[src/rtl/audio_clk_pkg.sv]
// Shared frame-timing definitions for the codec clock generator.
// A frame is 256 cycles of the 256fs clock. The bit clock is derived by dividing
// the frame index, so every tap is a pure function of the index.
package audio_clk_pkg;

  localparam int unsigned FRAME_LEN   = 256;
  localparam int unsigned SLOT_BITS   = 32;
  localparam int unsigned FRAME_IDX_W = $clog2(FRAME_LEN);

  // Number of low frame-index bits consumed by one BICK period (L = log2(BICK_DIV)).
  function automatic int unsigned bick_shift(input int unsigned bick_div);
    return (bick_div == 4) ? 2 : 1;
  endfunction

  // All frame-derived outputs, registered together in the top module.
  typedef struct packed {
    logic       bick;
    logic       lrck;
    logic       sample_strobe;
    logic       bit_launch;
    logic       bit_capture;
    logic [6:0] bit_idx;
  } frame_taps_t;

  // Decode a frame index into the serialiser taps for a given bit-clock shift.
  function automatic frame_taps_t frame_decode(input logic [FRAME_IDX_W-1:0] k,
                                               input int unsigned shift);
    logic [FRAME_IDX_W-1:0] mask;
    logic [FRAME_IDX_W-1:0] half;
    frame_taps_t t;
    mask            = FRAME_IDX_W'((1 << shift) - 1);
    half            = FRAME_IDX_W'(1 << (shift - 1));
    t.bick          = |(k & half);
    t.lrck          = k[FRAME_IDX_W-1];
    t.sample_strobe = (k == '0);
    t.bit_launch    = ((k & mask) == '0);
    t.bit_capture   = ((k & mask) == half);
    t.bit_idx       = 7'(k >> shift);
    return t;
  endfunction

endpackage

[src/rtl/codec_pwr_seq.sv]
// Codec power sequencer: releases pdn_n a fixed number of clocks after reset,
// then counts frame starts with the codec running and raises ready once the
// warm-up interval has elapsed. A resync restarts the warm-up.
module codec_pwr_seq #(
  parameter int unsigned PDN_CYCLES    = 4096,
  parameter int unsigned WARMUP_FRAMES = 16
) (
  input  logic clk_256fs,
  input  logic rst_n,
  input  logic sample_strobe,  // strobe value being registered on this edge
  input  logic resync,
  output logic pdn_n,
  output logic ready
);

  localparam int unsigned PDN_W = $clog2(PDN_CYCLES + 1);
  localparam int unsigned WU_W  = $clog2(WARMUP_FRAMES + 1);
  localparam logic [PDN_W-1:0] PDN_TERM = PDN_W'(PDN_CYCLES);
  localparam logic [WU_W-1:0]  WU_TERM  = WU_W'(WARMUP_FRAMES);

  logic [PDN_W-1:0] pdn_cnt_q, pdn_cnt_next;
  logic [WU_W-1:0]  wu_cnt_q, wu_cnt_next;
  logic             pdn_n_q, pdn_n_next;
  logic             ready_q, ready_next;

  // Next-state for both counters; both saturate at their terminal value.
  always_comb begin
    // NOTE: every always_comb output gets a default first, so no path can infer a latch.
    pdn_cnt_next = pdn_cnt_q;
    wu_cnt_next  = wu_cnt_q;
    ready_next   = ready_q;

    if (pdn_cnt_q != PDN_TERM) pdn_cnt_next = pdn_cnt_q + 1'b1;
    pdn_n_next = (pdn_cnt_next == PDN_TERM);

    // The restart strobe that comes with a resync starts warm-up from zero; it is not counted.
    if (resync) begin
      wu_cnt_next = '0;
      ready_next  = 1'b0;
    end else begin
      if (sample_strobe && pdn_n_next && (wu_cnt_q != WU_TERM)) wu_cnt_next = wu_cnt_q + 1'b1;
      ready_next = ready_q | (wu_cnt_next == WU_TERM);
    end
  end

  // Sequencer state; reset drops pdn_n so the codec powers down again.
  always_ff @(posedge clk_256fs) begin
    // NOTE: sequential state uses non-blocking assignments so every flop samples pre-edge values.
    if (!rst_n) begin
      pdn_cnt_q <= '0;
      wu_cnt_q  <= '0;
      pdn_n_q   <= 1'b0;
      ready_q   <= 1'b0;
    end else begin
      pdn_cnt_q <= pdn_cnt_next;
      wu_cnt_q  <= wu_cnt_next;
      pdn_n_q   <= pdn_n_next;
      ready_q   <= ready_next;
    end
  end

  assign pdn_n = pdn_n_q;
  assign ready = ready_q;

endmodule

[src/rtl/codec_clkgen.sv]
// Codec frame-timing generator running on the 256fs PLL clock.
// An 8-bit frame index drives BICK, LRCK, bit index and serialiser strobes;
// all taps are decoded from the index being loaded and registered, so every
// output is a flop and the first edge after reset already shows index 0.
module codec_clkgen
  import audio_clk_pkg::*;
#(
  parameter int unsigned BICK_DIV      = 2,
  parameter int unsigned PDN_CYCLES    = 4096,
  parameter int unsigned WARMUP_FRAMES = 16
) (
  input  logic       clk_256fs,
  input  logic       rst_n,
  input  logic       resync,
  output logic       bick,
  output logic       lrck,
  output logic       sample_strobe,
  output logic       bit_launch,
  output logic       bit_capture,
  output logic [6:0] bit_idx,
  output logic       pdn_n,
  output logic       ready
);

  localparam int unsigned L = bick_shift(BICK_DIV);

  if (!(BICK_DIV == 2 || BICK_DIV == 4)) begin : g_bad_bick_div
    $error("codec_clkgen: BICK_DIV must be 2 or 4, got %0d", BICK_DIV);
  end
  if (PDN_CYCLES < 1 || WARMUP_FRAMES < 1) begin : g_bad_counts
    $error("codec_clkgen: PDN_CYCLES and WARMUP_FRAMES must be >= 1");
  end

  logic [FRAME_IDX_W-1:0] k_q, k_next;
  logic                   running_q;
  frame_taps_t            taps_q, taps_next;

  // Next frame index: the first edge out of reset and any resync land on index 0.
  always_comb begin
    k_next    = (!running_q || resync) ? '0 : k_q + 1'b1;
    taps_next = frame_decode(k_next, L);
  end

  // Frame index and registered taps; reset clears outputs and parks the index at 0.
  always_ff @(posedge clk_256fs) begin
    if (!rst_n) begin
      k_q       <= '0;
      running_q <= 1'b0;
      taps_q    <= '0;
    end else begin
      k_q       <= k_next;
      running_q <= 1'b1;
      taps_q    <= taps_next;
    end
  end

  codec_pwr_seq #(
    .PDN_CYCLES   (PDN_CYCLES),
    .WARMUP_FRAMES(WARMUP_FRAMES)
  ) u_pwr_seq (
    .clk_256fs    (clk_256fs),
    .rst_n        (rst_n),
    .sample_strobe(taps_next.sample_strobe),
    .resync       (resync),
    .pdn_n        (pdn_n),
    .ready        (ready)
  );

  assign bick          = taps_q.bick;
  assign lrck          = taps_q.lrck;
  assign sample_strobe = taps_q.sample_strobe;
  assign bit_launch    = taps_q.bit_launch;
  assign bit_capture   = taps_q.bit_capture;
  assign bit_idx       = taps_q.bit_idx;

endmodule

[config.mk]
export PLATFORM = sky130hd
export DESIGN_NAME = codec_clkgen
export DESIGN_NICKNAME = d
export VERILOG_FILES = /design/src/rtl/audio_clk_pkg.sv /design/src/rtl/codec_pwr_seq.sv /design/src/rtl/codec_clkgen.sv
export SDC_FILE = /design/constraint.sdc
export NUM_CORES = 1
export LEC_CHECK = 0
export CAP_MARGIN = 10
export CORE_MARGIN = 10
export CORE_UTILIZATION = 30
export CTS_BUF_LIST = sky130_fd_sc_hd__clkbuf_4
export DETAILED_ROUTE_END_ITERATION = 10
export SYNTH_ARGS = -nofsm -noshare
export SYNTH_HDL_FRONTEND = slang
export SYNTH_SLANG_ARGS = --single-unit
export TNS_END_PERCENT = 100
[constraint.sdc]
create_clock -name clk_256fs -period 2.21 [get_ports clk_256fs]
set_input_delay 0.442 -clock clk_256fs [delete_from_list [all_inputs] [get_ports clk_256fs]]
set_output_delay 0.442 -clock clk_256fs [all_outputs]
set_load 0.05 [all_outputs]
**Word level (Yosys, flattened, before mapping)**

Index checks and enable logic that the tools add are counted.

- Output and inout bits: 14
- Register bits: 40
- Logic and storage cells: 32
- Input port bits: 3

- Bitwise logic cells: 2
- Muxes and demuxes: 5
- $add $sub $neg: 3
- Equal/unequal tests: 4
- Reduce and logical (&&, ||, !) cells: 7

Operators by type and width:

| cell | count |
|---|---|
| $logic_not A8 Y1 | 2 |
| $add A13 B1 Y13 const B | 1 |
| $eq A13 B13 Y1 const B | 1 |
| $mux W13 | 1 |
| $ne A13 B13 Y1 const B | 1 |
| $mux W5 | 2 |
| $add A8 B1 Y8 const B | 1 |
| $mux W8 | 1 |
| $add A5 B1 Y5 const B | 1 |
| $eq A5 B5 Y1 const B | 1 |
| $ne A5 B5 Y1 const B | 1 |
| $logic_and A1 B1 Y1 | 2 |
| $reduce_or A2 Y1 | 1 |
| $logic_not A1 Y1 | 1 |
| $logic_or A1 B1 Y1 | 1 |
| $mux W1 | 1 |
| $not A1 Y1 | 1 |
| $or A1 B1 Y1 | 1 |

**Logic depth before layout (Yosys ltp)**

Gate-level depths: netlist (run 1).

- Depth in word-level cells: 10
- Depth in mapped cells: 9
- Gate-level depth less buffers: 9

**Modules after synthesis**

A second synthesis (run 1) with hierarchy kept.

- Cell total of the unflattened synthesis: 193
- Area, all modules: 1780.5 um^2

Modules (own cells, without submodules):

| module | area an instance (um^2) | instances | cells each | seq. area each (um^2) |
|---|---|---|---|---|
| codec_pwr_seq | 1272.5 | 1 | 139 | 400.4 |
| codec_clkgen | 508.0 | 1 | 54 | 220.2 |

**Worst setup path after synthesis (run 1)**

No wires, ideal clock.

- Path type: register to register
- Start point: register k_q[0]
- End point: register u_pwr_seq.ready_q, in the netlist u_pwr_seq.ready
- Cell stages (with the launch flop): 8
- Setup time: 131 ps
- Clock period less this slack: 2646 ps
- Required time: 2079 ps
- Buffers on the path: 0
- Setup slack: -436 ps
- Arrival: 2515 ps
- Path through: dfxtp_1 ha_1 or4_1 a21oi_1 o21ai_1 or4_1 o211ai_1 o32ai_2

- Cells in the longest elaborated chain, start to end: 9

RTL lines:

| what | RTL line | source |
|---|---|---|
| start, declared | codec_clkgen.sv:34 | `logic [FRAME_IDX_W-1:0] k_q, k_next;` |
| start signal, assigned | codec_clkgen.sv:51 | `k_q <= k_next;` |
| $add A8 B1 Y8 | codec_clkgen.sv:40 | `k_next = (!running_q \|\| resync) ? '0 : k_q + 1'b1;` |
| $mux W8 | codec_clkgen.sv:40 |  |
| $logic_not A8 Y1 | audio_clk_pkg.sv:35 | `t.sample_strobe = (k == '0);` |
| $logic_and A1 B1 Y1 (2 in a row) | codec_pwr_seq.sv:41 | `if (sample_strobe && pdn_n_next && (wu_cnt_q != WU_TERM)) wu_cnt_next = wu_cnt_q + 1'b1;` |
| $mux W5 | codec_pwr_seq.sv:41 |  |
| $mux W5 | codec_pwr_seq.sv:37 | `if (resync) begin` |
| $eq A5 B5 Y1 | codec_pwr_seq.sv:42 | `ready_next = ready_q \| (wu_cnt_next == WU_TERM);` |
| $or A1 B1 Y1 | codec_pwr_seq.sv:42 |  |
| end signal, assigned | codec_pwr_seq.sv:58 | `ready_q <= ready_next;` |
| end, declared | codec_pwr_seq.sv:24 | `logic ready_q, ready_next;` |

No other way between the ends. The select of a mux whose other input is x is not followed.
A chain may end at the register's enable or synchronous reset.

**Worst setup path after layout (run 1)**

- Start point: register u_pwr_seq.pdn_cnt_q[0]
- End point: register u_pwr_seq.ready_q, in the netlist u_pwr_seq.ready

- Cells in the longest elaborated chain, start to end: 9
- Elaborated cells between the ends (all ways): 10
- Those cells by class: add/sub: 1; eq/ne: 3; mux: 3; bitwise: 1; reduce/logical: 2

RTL lines:

| what | RTL line | source |
|---|---|---|
| start, declared | codec_pwr_seq.sv:21 | `logic [PDN_W-1:0] pdn_cnt_q, pdn_cnt_next;` |
| start signal, assigned | codec_pwr_seq.sv:55 | `pdn_cnt_q <= pdn_cnt_next;` |
| $add A13 B1 Y13 or $ne A13 B13 Y1 (tied branches) | codec_pwr_seq.sv:33 | `if (pdn_cnt_q != PDN_TERM) pdn_cnt_next = pdn_cnt_q + 1'b1;` |
| $mux W13 (*) | codec_pwr_seq.sv:33 |  |
| $eq A13 B13 Y1 (*) | codec_pwr_seq.sv:34 | `pdn_n_next = (pdn_cnt_next == PDN_TERM);` |
| $logic_and A1 B1 Y1 (*) (2 in a row) | codec_pwr_seq.sv:41 |  |
| $mux W5 (*) | codec_pwr_seq.sv:41 |  |
| $mux W5 (*) | codec_pwr_seq.sv:37 |  |
| $eq A5 B5 Y1 (*) | codec_pwr_seq.sv:42 |  |
| $or A1 B1 Y1 (*) | codec_pwr_seq.sv:42 |  |

Every way passes the cells marked *; elsewhere a longest branch is shown, timed or not. The select of a mux whose other input is x is not followed.

==> key figures, run 1 <==
Run status
  – Run status: finished, violations left
  – Failing checks: negative setup slack

Global route
  – Initial antenna violation count: 0
  – GRT Residual Overflow: 0
  – First-pass GRT wire length: 6.91 mm
  – Tot GR Track Use: 8.53%
  – Vias in the first global route: 1,538
  – Largest net degree at the start of global routing: 14

Synth
  – Complex-gate fraction of the synthesized area: 11.9%
  – Synth Area in XOR/XNOR: 9.57%
  – Synth cell types: 51
  – Post-Synth Simple-Gate Area: 31.5%
  – Synth top area cells: dfxtp_1 34%, nor2_1 7.2%, xnor2_1 6.2%
  – Predominant post-synthesis flop cell: dfxtp_1
  – Yosys top cell by area: dfxtp_1
  – Synth Warn #: 0
  – Post-Syn Area: 0.00183 mm^2
  – Post-synthesis mux area share: 2.26%
  – Post-synthesis register bit count: 31
  – Largest family of logic cells by synthesized area: simple AND/OR/NAND/NOR gates
  – Post-Synth Adder-Cell Area: 3.42%
  – Syn Nets: 212
  – Post-synthesis average cell area: 8.97 um^2
  – Sequential area share after synthesis: 33.9%
  – EDFF count, synth: 0
  – Mapped Cells: 204
  – Share of synthesized registers carrying an async set or reset: 0%
  – Area share of the largest cell type after synthesis: 33.9%

Detailed routing
  – Post-Route WL: 4.26 mm
  – Remaining routing DRC violations: 0
  – Drt pass-1 iters: 4
  – Routed via count: 1,570
  – Avg WL per Cell: 12.9 um
  – DR vias/cell: 4.74
  – Initial DRC count: 28
  – Antenna Nets Post-Route: 0

Floorplan
  – Die Footprint: 0.00963 mm^2
  – # IOs: 17
  – Core outline area: 0.00592 mm^2
  – Starting Density: 30.9%
  – Die width: 98.1 um
  – Die H: 98.1 um
  – Standard-cell rows: 28

CTS
  – CTS Buffer Depth: 2
  – Hold_buf cts: 0
  – CTS tree: built
  – Total CTS buffers: 5
  – CTS clock-pin slew for the worst setup and hold paths: 0.11 ns
  – Clk root buf: clkbuf_4
  – TritonCTS Sinks: 31
  – Worst skew pair latency: 0.33 ns
  – Depth of the CTS H-tree: 2

Layout
  – Most frequent cells in the layout: 37 x buf_4, 35 x nor2_1, 18 x dfxtp_1
  – ANT cells: 0
  – Most common cell after layout, fill and taps aside: buf_4
  – # nets final: 263
  – Share of post-route cells with drive strength above 1: 35.5%
  – Layout area overhead: 36.0%

STA
  – Fmax: 431 MHz
  – Rel. slew slack: 65.7%
  – Final period utilization: 105%
  – Min Tclk post-route: 2.32 ns
  – Setup_tns: -0.141 ns
  – Slew @ Worst Pin: 0.512 ns
  – Fin. Hold Viols: 0
  – Slew Viols, Final: 0
  – Setup WS post-layout: -0.112 ns
  – RSZ-0062 raised after global routing: true
  – Final setup vio count: 3
  – Final Skew: 0.00520 ns

Setup path
  – Top fanout value on the critical path: 7
  – R2r startpoint: u_pwr_seq.pdn_cnt_q[0]$_SDFF_PN0_
  – Required time worst endpoint: 2.46 ns
  – Crit start category: register
  – Crit. End Element: register
  – Reg2Reg Setup Slack: -0.11 ns
  – Worst reg2reg endpoint: u_pwr_seq.ready$_SDFF_PP0_
  – CP arrival: 2.57 ns
  – Register-to-Register Path Depth: 10
  – WS Path Type: reg -> reg

Place
  – PortBufs: 16
  – Routability congestion estimate: 0.793
  – DPL Wire Length: 3.02 mm
  – Pre-CTS WS: -0.0912 ns

Worst hold path
  – Hold WC Path Type: reg -> reg
  – Hold depth: 1
  – Hold_sp: k_q[0]$_SDFF_PN0_
  – Hold path endpoint: k_q[0]$_SDFF_PN0_

Pwr
  – Max VDD drop: 0.000277 V
  – LEAKAGE: 0.000915 uW
  – Pwr Density: 433 mW/mm^2

Run
  – MaxCap Viol Count: 0
## critical path, cell delays in order (launching register included)
cell and delay (ns):
dfxtp_4 0.40, ha_4 0.17, and4_4 0.21, buf_4 0.13, nand2_1 0.09, nand2_1 0.08
a22o_4 0.28, buf_4 0.16, o41ai_4 0.31, o211ai_1 0.16, o32ai_2 0.25
## worst max-delay path by stage
stage / startpoint / end / depth (start not counted)
final: u_pwr_seq.pdn_cnt_q[0]$_SDFF_PN0_ / u_pwr_seq.ready$_SDFF_PP0_ / 10
after global routing: u_pwr_seq.pdn_cnt_q[0]$_SDFF_PN0_ / u_pwr_seq.ready$_SDFF_PP0_ / 9
after CTS: u_pwr_seq.pdn_cnt_q[0]$_SDFF_PN0_ / u_pwr_seq.ready$_SDFF_PP0_ / 8
after detailed placement: u_pwr_seq.pdn_cnt_q[0]$_SDFF_PN0_ / u_pwr_seq.ready$_SDFF_PP0_ / 8
after global placement: resync / u_pwr_seq.ready$_SDFF_PP0_ / 7
after floorplan: u_pwr_seq.pdn_cnt_q[0]$_SDFF_PN0_ / u_pwr_seq.ready$_SDFF_PP0_ / 9
## layer usage
metal  vias to the layer above  wire length (um)  global-route usage (%)
met4                         0                61                    3.91
met3                         5               179                    2.96
met5                         -                 0                       0
li1                        811                 -                       -
met1                       732              2080                    10.3
met2                        22              1940                    13.2
## flip-flops by register name, summed over array words and instances, names as in the netlist
| register | flops |
|---|---|
| k_q | 1 |
| u_pwr_seq.pdn_n | 1 |
| u_pwr_seq.ready | 1 |
| bit_launch | 1 |
| bit_idx | 7 |
| u_pwr_seq.pdn_cnt_q | 13 |
| u_pwr_seq.wu_cnt_q | 5 |
| sample_strobe | 1 |
| running_q | 1 |
## power breakdown
group / internal (uW) / leakage [uW] / total [uW] / switching (uW)
Combinational: 71.0 / 0.000623 / 153 / 81.9
Clock: 132 / 0.0000331 / 347 / 215
Sequential: 566 / 0.000259 / 578 / 12.2
## layout make-up
class	count	area (um^2)
flip-flops and latches	31	647
clock buffers	6	45.0
well taps	75	93.8
multi-input cells	148	1180
repair buffers	54	449
clock inverters	2	8.76
fillers	583	3430
inverters	15	61.3
## synthesized netlist by cell type, types with 2 or more instances
| cell type | n |
|---|---|
| o211ai_1 | 3 |
| a211oi_1 | 2 |
| nor2b_1 | 2 |
| nand2_1 | 5 |
| nor3_2 | 2 |
| nand3b_1 | 2 |
| nor4_2 | 2 |
| nor2_1 | 35 |
| nand3_1 | 7 |
| o21a_1 | 4 |
| xnor2_1 | 13 |
| buf_6 | 3 |
| buf_4 | 5 |
| or4_1 | 2 |
| o21ai_1 | 2 |
| nand2b_1 | 4 |
| nand4_1 | 5 |
| and3_1 | 3 |
| xor2_1 | 7 |
| mux2i_1 | 3 |
| a21oi_1 | 3 |
| and4_1 | 4 |
| ha_1 | 5 |
| dfxtp_1 | 31 |
| inv_1 | 15 |
| nor3_1 | 6 |
| a31oi_1 | 3 |
| nor4_1 | 3 |
## cell families after synthesis
logic type      Yosys count
mux                       4
fa+ha+maj                 5
xor+xnor                 20
buf+inv                  25
compound gates           25
flops                    31
simple gates             94
## through the flow
step / hold WS (ns) / instance area (um^2) / power, uW / cells / utilization, %
floorplan: 0.470 / 1900 / 676 / 204 / -
global placement: 0.453 / 2300 / 717 / 315 / 38.8
detailed placement: 0.457 / 2300 / 717 / 315 / 38.8
CTS: 0.477 / 2440 / 1070 / 330 / 41.1
global route: 0.502 / 2490 / 1120 / 331 / 42.0
finish: 0.478 / 2490 / 1080 / 331 / 42.0
## repair_timing
item | 4_1_cts | 5_1_grt
pin swaps | 11 | 6
gates resized for setup | 12 | 12
setup buffers | 7 | 1
endpoints found under the hold margin | 0 | 0
setup endpoints to repair | 4 | 6
Power figures use the tool's default switching activity.
==> run 2, diff against run 1 <==
- CORE_UTILIZATION: 30 -> 53
- PLACE_DENSITY: unset -> 0.77
==> key figures, run 2 (same netlist as run 1, synthesis figures left out) <==
CTS
  – Worst skew pair latency: 0.36 ns
  – Clk root buf: clkbuf_4
  – CTS tree: built
  – Total CTS buffers: 5
  – CTS Buffer Depth: 2
  – CTS clock-pin slew for the worst setup and hold paths: 0.09 ns
  – TritonCTS Sinks: 31
  – Depth of the CTS H-tree: 2

Setup path
  – Crit start category: register
  – Required time worst endpoint: 2.48 ns
  – Crit path from: u_pwr_seq.pdn_cnt_q[1]$_SDFF_PN0_
  – Top fanout value on the critical path: 7
  – Setup crit end: u_pwr_seq.ready$_SDFF_PP0_
  – Register-to-Register Path Depth: 9
  – CP arrival: 2.60 ns
  – WS Path Type: reg -> reg
  – Crit. End Element: register
  – Reg2Reg Setup Slack: -0.13 ns
  – Worst reg2reg endpoint: u_pwr_seq.ready$_SDFF_PP0_
  – R2r startpoint: u_pwr_seq.pdn_cnt_q[1]$_SDFF_PN0_

Detailed routing
  – Avg WL per Cell: 15.4 um
  – Antenna Nets Post-Route: 0
  – Routed via count: 1,617
  – Met1 WL: 2.00 mm
  – Initial DRC count: 136
  – Metal2 WL: 2.13 mm
  – Metal3 WL: 274 um
  – Highest routed layer: met4
  – Remaining routing DRC violations: 0
  – Post-Route WL: 4.53 mm
  – DR vias/cell: 5.50
  – Drt pass-1 iters: 6

Layout
  – # nets final: 255
  – Share of post-route cells with drive strength above 1: 35.5%
  – Most common cell after layout, fill and taps aside: nor2_1
  – Register area: 653 um^2
  – Layout area overhead: 33.5%
  – Largest register FFs: 13
  – Largest reg by FF count: u_pwr_seq.pdn_cnt_q
  – Most frequent cells in the layout: 35 x nor2_1, 27 x buf_4, 16 x clkdlybuf4s50_1
  – Fillers: 270
  – ANT cells: 0
  – Multi-input logic area: 0.00123 mm^2

Pwr
  – Pwr Density: 443 mW/mm^2
  – Total power: 1080 uW
  – LEAKAGE: 0.000888 uW
  – Max VDD drop: 0.000447 V

Run status
  – Run status: finished, violations left
  – Failing checks: negative setup slack

Floorplan
  – Core outline area: 0.00334 mm^2
  – Die width: 78.8 um
  – Starting Density: 54.9%
  – # IOs: 17
  – Die Footprint: 0.00620 mm^2
  – Standard-cell rows: 21
  – Die H: 78.8 um

STA
  – Fmax: 428 MHz
  – Min Tclk post-route: 2.34 ns
  – RSZ-0062 raised after global routing: true
  – Worst hold slack: 0.480 ns
  – Final period utilization: 106%
  – Setup WS post-layout: -0.127 ns
  – Slew Viols, Final: 0
  – Rel. slew slack: 65.3%
  – Final Skew: 0.00975 ns
  – Fin. Hold Viols: 0
  – Slew @ Worst Pin: 0.519 ns
  – Final setup vio count: 2

Global route
  – Tot GR Track Use: 14.4%
  – Initial antenna violation count: 0
  – First-pass GRT wire length: 7.21 mm
  – GRT Residual Overflow: 0
  – Vias in the first global route: 1,563
  – Largest net degree at the start of global routing: 14

Run
  – MaxCap Viol Count: 0

Place
  – PortBufs: 16
  – Pre-CTS WS: -0.165 ns
  – Routability congestion estimate: 0.838
  – DPL Wire Length: 2.98 mm

Worst hold path
  – Hold WC Path Type: reg -> reg
[run 2: changes by cell type in the layout (fill, tap and decap cells not counted), sizes merged]
cell	before	now
buf	38	29
clkbuf	6	7
clkinv	2	1
nand4	6	7
[run 2: worst min-delay path by stage]
stage / from / endpoint / slack (ns) / depth (start not counted)
4_1_cts: u_pwr_seq.ready$_SDFF_PP0_ / u_pwr_seq.ready$_SDFF_PP0_ / 0.48 / 2
2_1_floorplan: rst_n / running_q$_DFF_P_ / 0.47 / 0
6_report: u_pwr_seq.ready$_SDFF_PP0_ / u_pwr_seq.ready$_SDFF_PP0_ / 0.48 / 2
3_3_place_gp: u_pwr_seq.ready$_SDFF_PP0_ / u_pwr_seq.ready$_SDFF_PP0_ / 0.46 / 2
3_5_place_dp: u_pwr_seq.ready$_SDFF_PP0_ / u_pwr_seq.ready$_SDFF_PP0_ / 0.47 / 2
5_1_grt: u_pwr_seq.ready$_SDFF_PP0_ / u_pwr_seq.ready$_SDFF_PP0_ / 0.50 / 2
[run 2: through the flow]
stage	setup TNS (ns)	instance area [um^2]	std cells	util (%)
6_report	-0.162	2440	294	73.2
4_1_cts	-0.262	2310	289	69.2
3_5_place_dp	-0.504	2200	278	66.0
3_3_place_gp	-0.117	2200	278	66.0
5_1_grt	-0.514	2440	294	73.2
2_1_floorplan	0	1900	204	-
[run 2: cell type report]
cell class              instances  area share, %
clock inverters                 1          0.205
multi-input cells             149           50.5
inverters                      15           2.30
repair buffers                 45           15.8
flip-flops and latches         31           26.7
well taps                      46           2.36
clock buffers                   7           2.15
[run 2: power by group]
group          leakage, uW  internal, uW  switching, uW
registers         0.000261           565           11.9
logic             0.000591          62.0           85.7
clock network    0.0000361           148            210
[run 2: what timing repair did]
item,CTS,global route
hold buffers,0,0
pin swaps,5,17
gates resized for setup,8,22
setup buffers,2,5
cloned,1,0
endpoints found under the setup margin,4,5
[run 2: worst max-delay path, cell delays in order, from the launching register on]
cell and delay [ns]:
dfxtp_4 0.38, buf_4 0.14, nand2_4 0.09, nor4_4 0.30
o2111ai_1 0.16, a22o_4 0.29, buf_4 0.17, o41ai_4 0.31
o211ai_1 0.16, o32ai_2 0.26
[run 2: per-layer routing]
| layer | GRT usage [%] | up-vias |
|---|---|---|
| met5 | 0 | - |
| met4 | 6.99 | 0 |
| met3 | 5.07 | 15 |
| met2 | 23.0 | 35 |
| met1 | 16.7 | 758 |
| li1 | - | 809 |
==> edit 1, RTL diff (flow settings as in run 1) <==
Make the reset (`rst_n`) asynchronous in 2 clocked blocks.
--- a/src/rtl/codec_pwr_seq.sv
+++ b/src/rtl/codec_pwr_seq.sv
@@ -46,3 +46,3 @@
   // Sequencer state; reset drops pdn_n so the codec powers down again.
-  always_ff @(posedge clk_256fs) begin
+  always_ff @(posedge clk_256fs or negedge rst_n) begin
     // NOTE: sequential state uses non-blocking assignments so every flop samples pre-edge values.
--- a/src/rtl/codec_clkgen.sv
+++ b/src/rtl/codec_clkgen.sv
@@ -44,3 +44,3 @@
   // Frame index and registered taps; reset clears outputs and parks the index at 0.
-  always_ff @(posedge clk_256fs) begin
+  always_ff @(posedge clk_256fs or negedge rst_n) begin
     if (!rst_n) begin
Check against the original RTL: differs if rst_n is asserted again (counterexample within 4 cycles, from zero or initial values and one cycle with rst_n low); with rst_n held inactive, the same outputs for 10 cycles.
==> edit 1 against run 1 <==
The run still ends with negative setup slack left; critical path depth is 1 lower; highest routed layer unchanged; sequential cell count stayed put; sequential power hardly changed; fmax is 3.3% higher; total power is 7.7% lower; combinational power is 50% lower; area after synthesis is 3.2% lower; utilization is 0.22 points lower; cell area is 5.8% lower; non-clock buffer count is 10 lower; critical path type unchanged; routed wire length is 15% lower; setup slack better by 75 ps.
==> edit 1: results (changes against run 1) <==
- Outcome: finished with violations
- Leak: 1.03 nW (+12%)
- Compound-Gate Fraction of Synth Area: 8.90% (-3.0 points)
- Setup_tns: -50.4 ps (+90.7 ps)
- Placed Area: 0.00216 mm2 (-5.9%)
- Final setup vio count: 2 (-1)
- Vias in the first global route: 1277 (-17%)
- Drt first pass iters: 4 (unchanged)
- Post-Synth Adder-Cell Area: 3.53% (+0.11 points)
- Syn_nets: 177 (-17%)
- Buffers on Ports: 16 (unchanged)
- Post-synthesis sequential area ratio: 43.8% (+9.9 points)
- Synth Flop Type: dfrtp_1
- Mux share of post-synthesis cell area: 3.18% (+0.92 points)
- Overflow after GRT: 0 (unchanged)
- Initial DRC count: 63 (+130%)
- Async SR Flop Fraction: 100% (+100 points)
- WHS: 497 ps (+19.3 ps)
- WL final: 3620 um (-15%)
- Hold Buf Count CTS: 0 (unchanged)
- Setup ws final: -36.9 ps (+75.1 ps)
- # diodes: 0 (unchanged)
- R2R Setup Slk: -40 ps (+80 ps)
- First-pass GRT wire length: 6040 um (-13%)
- Share of layout cells above drive strength 1: 33.0% (-2.5 points)
- RD Place Congestion: 0.788 (-0.58%)
- Synth warn: 0 (unchanged)
- Arrival @ worst endpoint: 2490 ps (-80 ps)
- IR drop worst, VDD: 0.168 mV (-39%)
- Clock Skew: 6.05 ps (+0.851 ps)
- Hpwl dp: 2620 um (-13%)
- Synth unique cells: 51 (unchanged)
- Number of buffers created by CTS: 5 (unchanged)
- Worst-path maximum fanout: 6 (-1)
- Largest cells by area after synthesis: dfrtp_1, xnor2_1, ha_1
- Failing checks: negative setup slack
- GRT Overall Usage: 7.55% (-0.98 points)
- H-tree level count: 2 (unchanged)
- Switching Share: 24.5% (-4.2 points)
- Initial antenna violation count: 0 (unchanged)
- Synth top cells by count: dfrtp_1, nor2_1, xnor2_1, nand2_1, inv_1
- Post-place setup slack: -254 ps (-163 ps)
- Clock Pin Slew Worst Setup and Hold Paths: 100 ps
- Post-layout nets: 219 (-17%)
- Type of the tightest min-delay check: flop to flop
- CTS root buffer: clkbuf_4
- Biggest regs: u_pwr_seq.pdn_cnt_q (13), k_q (8), u_pwr_seq.wu_cnt_q (5)
- Vias/cell: 4.73 (-0.30%)
- Clock latency on the worst-skew pair: 330 ps (about the same)
- Largest net degree at the start of global routing: 32 (+18)
- Longest Clk Path Bufs: 2 (unchanged)
- XOR/XNOR Fraction of Synth Area: 9.39% (-0.18 points)
- Slew headroom: 65.4% (-0.31 points)
[edit 1: cell types whose count changed after synthesis, moves of 3 or more]
cell,delta
inv_1,-7
or3_1,+3
nand2_1,+5
nor3_1,-3
dfrtp_1,+31
nor2_1,-19
o21a_1,-4
dfxtp_1,-31
[edit 1: final cells by class]
class / count / area [um2]
inverters: 8 / 30.0
flip-flops and latches: 31 / 785
clock buffers: 7 / 52.6
fillers: 563 / 3260
multi-input cells: 121 / 1000
well taps: 72 / 90.1
clock inverters: 1 / 5.00
repair buffers: 44 / 380
[edit 1: per-layer routing]
metal	vias up	track usage, %	share of wire, %
met1	636	9.61	51
met2	27	10.9	43
met4	0	3.16	1.4
met3	4	3.12	4.9
met5	-	0	0
li1	676	-	-
[edit 1: cell families (layout without fill, tap and decap cells)]
| logic type | Yosys count | after routing |
|---|---|---|
| other | 1 | 1 |
| AO/OA/AOI/OAI | 18 | 18 |
| adder cells (fa/ha/maj) | 5 | 5 |
| AND/OR/NAND/NOR | 73 | 73 |
| flip-flops | 31 | 31 |
| XOR/XNOR | 19 | 19 |
| multiplexers | 5 | 5 |
| buffers and inverters | 17 | 60 |
[edit 1: worst max-delay path, stage by stage (launching register included)]
cell and delay [ps]:
dfrtp_4 520, ha_4 180, and4_4 160, a211oi_2 200, nor3_2 90, a311oi_2 330, nand4_4 200, nor3_2 170
xnor2_1 110, o31ai_2 210
[edit 1: final timing paths]
kind | start | end | depth (start not counted)
setup / recovery | k_q[0] | u_pwr_seq.ready | 9
hold / removal | u_pwr_seq.ready | u_pwr_seq.ready | 2
setup reg to reg | k_q[0] | u_pwr_seq.ready | 9
hold reg to reg | u_pwr_seq.ready | u_pwr_seq.ready | 2
max in group asynchronous | rst_n | k_q[0] | 2
min in group asynchronous | rst_n | k_q[4] | 2
[edit 1: power groups by stage]
stage / clock network, mW / logic (mW) / registers [mW]
CTS: 0.355 / 0.0781 / 0.576
detailed placement: 0 / 0.0728 / 0.588
global route: 0.378 / 0.0844 / 0.578
global placement: 0 / 0.0721 / 0.588
floorplan: 0 / 0.0215 / 0.602
finish: 0.342 / 0.0772 / 0.577
[edit 1: per-stage QoR]
stage / power, mW / instances
after floorplan: 0.623 / 169
after global placement: 0.661 / 271
after detailed placement: 0.661 / 271
after CTS: 1.01 / 283
after global routing: 1.04 / 284
final: 0.996 / 284
[edit 1: repair_timing]
action / in CTS / in global routing
endpoints found under the setup margin: 1 / 7
buffers inserted: 4 / 1
resized for setup: 2 / 16
pin swaps: 7 / 6
==> edit 2, RTL diff (settings of run 1) <==
Without the edit above. Change the package constant `FRAME_LEN` from 256 to 512.
--- a/src/rtl/audio_clk_pkg.sv
+++ b/src/rtl/audio_clk_pkg.sv
@@ -5,3 +5,3 @@
 
-  localparam int unsigned FRAME_LEN   = 256;
+  localparam int unsigned FRAME_LEN   = 512;
   localparam int unsigned SLOT_BITS   = 32;
Function: no difference found for any inputs over 10 cycles, from zero or initial values and one cycle with rst_n low; that may be too few to reach the edited logic, so the function may still have changed.
==> edit 2 against run 1 <==
The run still ends with negative setup slack left; setup slack got worse by 240 ps; total power is 3.0% lower; area after synthesis decreased by 4.8%; cell area decreased by 2.8%; sequential cell count rose by 1; combinational power down 18%; non-clock buffer count grew 9; routed wire length shrank 3.7%; clock skew up 5.3 ps; largest cell class unchanged.
==> edit 2: results (changes against run 1) <==
- Share of layout cells above drive strength 1: 27.0% (-8.6 points)
- Syn_nets: 209 (-1.4%)
- Initial DRC count: 65 (+130%)
- Buffers on Ports: 16 (unchanged)
- Hold path start: u_pwr_seq.wu_cnt_q[3]
- Synth unique cells: 48 (-5.9%)
- Cells on worst reg2reg path: 7 (-3)
- GRT Overall Usage: 9.92% (+1.4 points)
- RD Place Congestion: 0.870 (+9.8%)
- Final setup vio count: 7 (+4)
- Clock latency on the worst-skew pair: 340 ps
- IR drop worst, VDD: 0.274 mV (-1.2%)
- Slowest-stage cell, CP: or4_4
- Worst-path maximum fanout: 3 (-4)
- Synth top cells by count: dfxtp_1, nor2_1, xnor2_1, and2_1, nand3_1
- Reg2reg start: u_pwr_seq.pdn_cnt_q[5]
- Arrival @ worst endpoint: 2840 ps (+270 ps)
- Setup_tns: -1580 ps (-1440 ps)
- Outcome: finished with violations
- Core area: 0.00557 mm2 (-5.9%)
- Met3 wire length: 191 um (+6.7%)
- Setup ws final: -352 ps (-240 ps)
- Clock Pin Slew Worst Setup and Hold Paths: 110 ps (about the same)
- Crit path max-delay family: simple AND/OR/NAND/NOR gates
- First-pass GRT wire length: 7380 um (+6.8%)
- Failing checks: negative setup slack
- Via Count: 1625 (+3.5%)
- M1 WL: 1950 um (-6.1%)
- Hpwl dp: 3020 um (+0.13%)
- Largest cells by area after synthesis: dfxtp_1, xnor2_1, nor2_1
- Critical R2R Capture: u_pwr_seq.wu_cnt_q[4]
- Number of buffers created by CTS: 5 (unchanged)
- Slew headroom: 66.0% (+0.24 points)
- Clock Skew: 10.5 ps (+5.29 ps)
- Leak: 0.960 nW (+4.9%)
- Placed Area: 0.00232 mm2 (+1.1%)
- Slowest Stage Delay on Critical Path: 550 ps (+150 ps)
- Fillers: 577 (-1.0%)
- WS Path Type: flop to flop
- Post-synthesis sequential area ratio: 36.8% (+2.9 points)
- Wire per inst: 12.3 um (-4.9%)
- Met2 wire length: 1900 um (-2.5%)
- Largest net degree at the start of global routing: 20 (+6)
- Row cnt: 27 (-3.6%)
- # diodes: 0 (unchanged)
- Max reg flops: 13 (unchanged)
- Post-layout nets: 270 (+2.7%)
- Fin. Hold Viols: 0 (unchanged)
## edit 2: cell count changes after synthesis, moves of 5 or more
| cell | before | now |
|---|---|---|
| and2_1 | 1 | 11 |
| inv_1 | 15 | 8 |
| a21oi_1 | 3 | 9 |
| clkbuf_1 | 1 | 6 |
| nor2_1 | 35 | 20 |
## edit 2: area by class of cell
type	instances	share of cell area (%)
inverters	8	1.24
multi-input cells	152	44.4
well taps	72	3.72
repair buffers	63	21.5
flip-flops and latches	32	27.0
clock buffers	5	1.55
clock inverters	3	0.569
## edit 2: how the worst min path moves through the flow
stage / to / slack (ps) / depth (start not counted)
floorplan: running_q / 470 / 0
global placement: u_pwr_seq.wu_cnt_q[3] / 510 / 2
detailed placement: u_pwr_seq.wu_cnt_q[3] / 520 / 2
CTS: u_pwr_seq.wu_cnt_q[3] / 540 / 2
global route: u_pwr_seq.wu_cnt_q[4] / 560 / 2
finish: u_pwr_seq.wu_cnt_q[3] / 530 / 2
## edit 2: cells by family (layout without fill, tap and decap cells)
group / after synthesis / in the layout / synth area share (%)
buffers and inverters: 17 / 79 / 4.02
flip-flops: 32 / 32 / 36.8
XOR/XNOR: 20 / 20 / 10.1
multiplexers: 6 / 6 / 3.45
adder cells (fa/ha/maj): 5 / 5 / 3.59
AND/OR/NAND/NOR: 94 / 94 / 31.9
AO/OA/AOI/OAI: 27 / 27 / 10.3
## edit 2: worst register-to-register path: stages, from the launching register on
cell     delay, ps
dfxtp_2        330
or4_4          550
o31a_1         310
or4_4          530
buf_6          140
nor2_4          80
or4b_1         440
a21oi_1        130
## edit 2: per-stage QoR
step / utilization, % / hold WS (ps) / power (mW) / worst slack, ps / instances
2_1_floorplan: - / 470 / 0.668 / -338 / 201
3_3_place_gp: 41.7 / 509 / 0.716 / -320 / 325
3_5_place_dp: 41.7 / 517 / 0.717 / -362 / 325
4_1_cts: 43.0 / 537 / 1.06 / -365 / 334
5_1_grt: 43.4 / 561 / 1.10 / -449 / 335
6_report: 43.4 / 532 / 1.05 / -352 / 335
## edit 2: power by group
| part | leakage (nW) | switching, mW | internal (mW) |
|---|---|---|---|
| registers | 0.264 | 0.00584 | 0.584 |
| logic | 0.664 | 0.0659 | 0.0589 |
| clock network | 0.0324 | 0.215 | 0.117 |
| total | 0.960 | 0.287 | 0.759 |
## edit 2: layer usage
| layer | GRT usage, % | vias up |
|---|---|---|
| met5 | 0 | - |
| met4 | 3.93 | 0 |
| met3 | 3.50 | 6 |
| met2 | 15.2 | 26 |
| met1 | 12.4 | 759 |
| li1 | - | 834 |
## edit 2: repair_timing
| action | CTS | global route |
|---|---|---|
| gates resized for setup | 3 | 4 |
| hold buffers | 0 | 0 |
| setup buffers | 1 | 1 |
| pin swaps | 3 | 1 |
| setup endpoints to repair | 6 | 8 |
| endpoints found under the hold margin | 0 | 0 |
